<file path="config.mk">
export PLATFORM = sky130hd
export DESIGN_NAME = multi_output_stretch
export DESIGN_NICKNAME = d
export VERILOG_FILES = /design/src/rtl/multi_output_stretch.sv
export SDC_FILE = /design/constraint.sdc
export NUM_CORES = 1
export LEC_CHECK = 0
export CAP_MARGIN = 0
export CORE_UTILIZATION = 60
export CTS_CLUSTER_DIAMETER = 30
export DETAILED_ROUTE_END_ITERATION = 10
export HOLD_SLACK_MARGIN = 0.1
export PLACE_DENSITY = 0.77
export SETUP_SLACK_MARGIN = 0.4
export SLEW_MARGIN = 0
export SYNTH_ARGS = -nofsm -noshare
export SYNTH_HDL_FRONTEND = slang
export SYNTH_SLANG_ARGS = --single-unit
</file>
<file path="constraint.sdc">
create_clock -name i_clk_mhz -period 9.1 [get_ports i_clk_mhz]
set_input_delay 1.82 -clock i_clk_mhz [delete_from_list [all_inputs] [get_ports i_clk_mhz]]
set_output_delay 1.82 -clock i_clk_mhz [all_outputs]
set_load 0.05 [all_outputs]
</file>
<file path="src/rtl/multi_output_stretch.sv">
// Four-channel LED stretcher: each channel enforces a minimum on-time and a
// minimum off-time, so short status events become visible LED pulses.
module multi_output_stretch #(
    parameter int FCLK   = 20000000,
    parameter int ON_MS  = 50,
    parameter int OFF_MS = 50
) (
    input  logic       i_clk_mhz,
    input  logic       i_rst_mhz,
    input  logic [3:0] i_events,
    output logic [3:0] o_leds
);
    localparam longint C_ON_L  = (longint'(FCLK) * longint'(ON_MS)) / 1000;
    localparam longint C_OFF_L = (longint'(FCLK) * longint'(OFF_MS)) / 1000;
    localparam int     C_ON    = int'(C_ON_L);
    localparam int     C_OFF   = int'(C_OFF_L);
    localparam int     C_MAX   = (C_ON > C_OFF) ? C_ON : C_OFF;
    localparam int     TW      = (C_MAX > 2) ? $clog2(C_MAX) : 1;

    localparam logic [TW-1:0] ON_LAST  = TW'(C_ON - 1);
    localparam logic [TW-1:0] OFF_LAST = TW'(C_OFF - 1);

    typedef enum logic [1:0] {
        ST_IDLE    = 2'd0,
        ST_ON_MIN  = 2'd1,
        ST_ON_HOLD = 2'd2,
        ST_OFF_MIN = 2'd3
    } state_t;

    state_t          state_q [4];
    state_t          state_d [4];
    logic [TW-1:0]   timer_q [4];
    logic [TW-1:0]   timer_d [4];
    logic [3:0]      pend_q;
    logic [3:0]      pend_d;

    always_comb begin
        for (int n = 0; n < 4; n++) begin
            state_d[n] = state_q[n];
            pend_d[n]  = pend_q[n];
            case (state_q[n])
                ST_IDLE: begin
                    if (i_events[n]) state_d[n] = ST_ON_MIN;
                end
                ST_ON_MIN: begin
                    if (timer_q[n] == ON_LAST)
                        state_d[n] = i_events[n] ? ST_ON_HOLD : ST_OFF_MIN;
                end
                ST_ON_HOLD: begin
                    if (!i_events[n]) state_d[n] = ST_OFF_MIN;
                end
                ST_OFF_MIN: begin
                    if (timer_q[n] == OFF_LAST)
                        state_d[n] = (pend_q[n] || i_events[n]) ? ST_ON_MIN : ST_IDLE;
                    else if (i_events[n])
                        pend_d[n] = 1'b1;
                end
                default: state_d[n] = ST_IDLE;
            endcase
            // Only one deferred on-period is ever owed; entering ON_MIN pays it.
            if (state_d[n] == ST_ON_MIN && state_q[n] != ST_ON_MIN)
                pend_d[n] = 1'b0;
            timer_d[n] = (state_d[n] != state_q[n]) ? '0 : timer_q[n] + TW'(1);
        end
    end

    always_comb begin
        for (int n = 0; n < 4; n++)
            o_leds[n] = (state_q[n] == ST_ON_MIN) || (state_q[n] == ST_ON_HOLD);
    end

    always_ff @(posedge i_clk_mhz or posedge i_rst_mhz) begin
        if (i_rst_mhz) begin
            for (int n = 0; n < 4; n++) begin
                state_q[n] <= ST_IDLE;
                timer_q[n] <= '0;
            end
            pend_q <= '0;
        end else begin
            for (int n = 0; n < 4; n++) begin
                state_q[n] <= state_d[n];
                timer_q[n] <= timer_d[n];
            end
            pend_q <= pend_d;
        end
    end
endmodule

</file>
Word-level counts from Yosys, hierarchy flattened
Index checks and enable logic that the tools add are counted.
{"block": "op_classes", "eq_ne": 32, "add_sub_neg": 4, "reduce_logical": 28, "n_mux": 48}
{"operator": "$add A20 B1 Y20 const B", "n": 4}
{"operator": "$eq A20 B20 Y1 const B", "n": 4}
{"operator": "$mux W20", "n": 4}
{"operator": "$mux W2", "n": 16}
{"operator": "$pmux W2 S4", "n": 4}
{"operator": "$mux W1", "n": 24}
{"operator": "$eq A2 B1 Y1 const B", "n": 8}
{"operator": "$eq A2 B2 Y1 const B", "n": 8}
{"operator": "$ne A2 B1 Y1 const B", "n": 8}
{"operator": "$reduce_bool A2 Y1", "n": 8}
{"operator": "$reduce_and A3 Y1", "n": 4}
{"operator": "$logic_not A2 Y1", "n": 4}
{"operator": "$logic_or A1 B1 Y1", "n": 8}
{"operator": "$ne A2 B2 Y1", "n": 4}
{"operator": "$logic_and A1 B1 Y1", "n": 4}
{"block": "totals", "input_bits": 6, "output_inout_bits": 4, "register_bits": 92}

Logic depth before layout (Yosys ltp)
{"block": "logic_depth", "word_depth": 8, "mapped_depth": 10}

Worst setup path after synthesis
Ideal clock, no wire load.
{"block": "synth_timing", "path_kind": "input -> register", "from": "input i_events[1]", "to": "register timer_q[51] (netlist bit)", "t_arrival_ns": 3.385, "required_time_ns": 8.968, "setup_slack_ns": 5.583, "path_buffers": 2, "setup_time_ns": 0.132, "stages": 8, "path_cell_list": "clkbuf_1 > nand2b_1 > a21oi_1 > o2111ai_1 > o221a_2 > o21ai_1 > clkbuf_1 > nor2_1"}
{"item": "start, declared", "line_no": "10", "text": "input logic [3:0] i_events,"}
{"item": "end signal, assigned by index", "line_no": "82", "text": "timer_q[n] <= timer_d[n];"}
{"item": "end, declared", "line_no": "32", "text": "logic [TW-1:0] timer_q [4];"}

Final worst setup path
{"block": "layout_timing", "from": "register state_q[2] (netlist bit)", "to": "output o_leds[2]"}
{"block": "layout_via", "elab_chain_len": 2}
{"item": "start, declared", "line_no": "30", "text": "state_t state_q [4];"}
{"item": "start signal, assigned by index", "line_no": "81", "text": "state_q[n] <= state_d[n];"}
{"item": "$eq A2 B1 Y1 or $eq A2 B2 Y1 (tied branches)", "line_no": "69", "text": "o_leds[n] = (state_q[n] == ST_ON_MIN) || (state_q[n] == ST_ON_HOLD);"}
{"item": "$logic_or A1 B1 Y1 (*)", "line_no": "69"}
{"item": "end, declared", "line_no": "11", "text": "output logic [3:0] o_leds"}
Mark *: on every way between the ends. The rest lies on a longest branch, timed or not.

==> results.toml <==
[status]
run_status = "completed"

[place]
hpwl_um = 6537
dpl_worst_slack_ns = 5.018
portBuffers = 9
finalWeightedCongestion = 0.9351

[cells_and_area]
diodes = 0
num-nets-final = 605
final_util = 0.6722
num-fill-cells = 657
drive_above_1_share = 0.05308
multiInputGateArea_um2 = 2726
syn2layout_area_growth_pct = 7.679
regArea_um2 = 2302

[setup_path]
path_delay_family = "buffers and inverters"
required_ns = 7.28
regToRegSetupSlack_ns = 6.16
cpPeakStageDelay_ns = 0.79
end_kind = "output pin"
crit_path_start_kind = "flip-flop"
critical_path_buf_inv_count = 2
slowest_stage = "clkdlybuf4s50_1"
cp_cell_sequence = "inv_1, ha_1, clkdlybuf4s50_1"
path_class = "flip-flop to output pin"
arrival_ns = 2.09
cp_max_fo = 9

[drt]
final_antenna_net_count = 0
wl_per_cell_um = 13.59
drtIter0Drc = 126
vias = 3987
dr.pass1.iters = 4
routed_via_density = 5.787
drc = 0
wl_um = 9363

[yosys]
syn_inst = 569
yosysSeqAreaShare = 0.4443
ys_ff_latch = 92
synth_ff_type = "dfrtp_1"
async_reset_ff_frac = 1.000
ys_warn_count = 0
ys_types = 57
synth_area_um2 = 5181
synth_fp_nets = 595
postSynthAreaPerCell_um2 = 9.106
synth_edf_count = 0

[clocking]
h-tree-depth = 3
cts_hold_buf = 0
cts.sinks = 92
postCtsSetupRepairBufs = 0
cts_tree = "done"
clock_path_buffers = 2
clockRootBuffer = "clkbuf_8"
clkTransAtPathRegs_ns = 0.09
cts_buffers = 9
clk_latency_ns = 0.35
cts_resized = 0

[power]
ir_drop_mv = 0.1951
seqPwrFrac = 0.474
p_clk_frac = 0.256
cellLeakagePower_nw = 2.442
p_sw_mw = 0.3918
swShare = 0.3522
power.density_nw_per_um2 = 199.4
power.internal_mw = 0.7205
p_comb_frac = 0.270

[sta]
clock_skew_ns = 0.007037
fmax_mhz = 255.7
setup_viol = 0
max-slew-margin-rel = 0.3032
hold-worst-slack_ns = 0.4835
setup_tns_ns = 0
rsz0062_at_grt = "no"
hold_viol = 0
fin_crit_sh = 0.4297
worst_slew_pin_slew_ns = 1.045
slew_violations = 0
setup_ws_ns = 5.189
fin_crit_ns = 3.911

[floorplan]
io_pins = 10
die_area_um2 = 9011
core-area_um2 = 8299
fp.dieW_um = 94.93
die_y_um = 94.93
rows = 33
start_util = 0.6243

[global_route]
grt_overflow_total = 0
grt_pass1_vias = 3748
grt_pass1_wl_um = 16280
grt_max_degree = 88
grtUsageTotal = 0.2270
antenna_found_initial = 0

[min_path]
min_path_type = "flip-flop to flip-flop"

[job]
drv_cap = 0
==> power by group through the flow <==
stage | sequential, mW | clock, mW | combinational, mW
6_report | 0.527 | 0.285 | 0.300
5_1_grt | 0.536 | 0.309 | 0.336
4_1_cts | 0.526 | 0.293 | 0.301
3_5_place_dp | 0.535 | 0 | 0.298
3_3_place_gp | 0.530 | 0 | 0.290
2_1_floorplan | 0.520 | 0 | 0.239
==> per-stage QoR <==
| step | area [um2] | power [mW] | instances |
|---|---|---|---|
| 2_1_floorplan | 5181 | 0.7589 | 569 |
| 3_3_place_gp | 5371 | 0.8205 | 673 |
| 3_5_place_dp | 5371 | 0.8325 | 673 |
| 4_1_cts | 5579 | 1.120 | 689 |
| 5_1_grt | 5579 | 1.181 | 689 |
| 6_report | 5579 | 1.112 | 689 |
==> placed cells by master (no fill, tap or decap), types with 4 or more instances in the layout <==
cell type	n
nor2_1	110
dfrtp_1	92
nand2_1	45
xnor2_1	38
xor2_1	31
inv_1	23
nand3_1	21
a21oi_1	21
ha_1	20
and3_1	19
o21ai_0	16
nor3_1	15
nand4_1	13
clkbuf_8	10
clkdlybuf4s50_1	9
nor2b_1	7
a31oi_1	6
and4_1	5
nand4b_1	4
or4_1	4
nor4_1	4
buf_4	4
==> Yosys cell counts, types with 7 or more instances <==
| cell | instances | area, um2 |
|---|---|---|
| nand2_1 | 45 | 168.9 |
| clkbuf_1 | 11 | 41.29 |
| xnor2_1 | 38 | 332.8 |
| nor2_1 | 110 | 412.9 |
| ha_1 | 20 | 250.2 |
| o21ai_0 | 16 | 80.08 |
| nor3_1 | 15 | 75.07 |
| nand3_1 | 21 | 105.1 |
| a21oi_1 | 21 | 105.1 |
| xor2_1 | 31 | 271.5 |
| nor2b_1 | 7 | 43.79 |
| dfrtp_1 | 92 | 2302 |
| inv_1 | 24 | 90.09 |
| and3_1 | 19 | 118.9 |
| nand4_1 | 13 | 81.33 |
==> flip-flops by register name, summed over array words and instances (netlist names) <==
| signal | cells |
|---|---|
| pend_q | 4 |
| timer_q | 80 |
| state_q | 8 |
==> worst paths after layout <==
| kind | startpoint | end | depth (start not counted) |
|---|---|---|---|
| hold / removal | timer_q[60] | timer_q[60] | 1 |
| setup / recovery | state_q[2] | o_leds[2] | 3 |
| hold reg to reg | timer_q[60] | timer_q[60] | 1 |
| max in group asynchronous | i_rst_mhz | timer_q[69] | 3 |
| setup reg to reg | timer_q[60] | timer_q[79] | 7 |
| min in group asynchronous | i_rst_mhz | state_q[4] | 2 |
==> per-layer routing <==
metal | GRT usage | share of wire | up-vias
met5 | 0 | 0 | -
met4 | 0.06061 | 0.0099 | 0
met3 | 0.04428 | 0.027 | 12
met2 | 0.3855 | 0.47 | 59
met1 | 0.2968 | 0.49 | 1927
li1 | - | - | 1989
==> cell families (layout without fill, tap and decap cells) <==
logic type      after synthesis  count (layout)  share of synthesized area
buf+inv                      38              53                    0.02946
fa+ha+maj                    20              20                    0.04830
compound gates               83              83                     0.1106
flops                        92              92                     0.4443
xor+xnor                     69              69                     0.1166
mux                           3               3                   0.006037
simple gates                264             264                     0.2446
==> layout make-up <==
class                      count  share of cell area
sequential                    92              0.4126
clock buffer                  10             0.02467
multi-input combinational    439              0.4887
clock inverter                 6             0.01256
timing repair buffer          13             0.02153
tap                          105             0.02355
inverter                      24             0.01637
(Power assumes the default switching activity.)
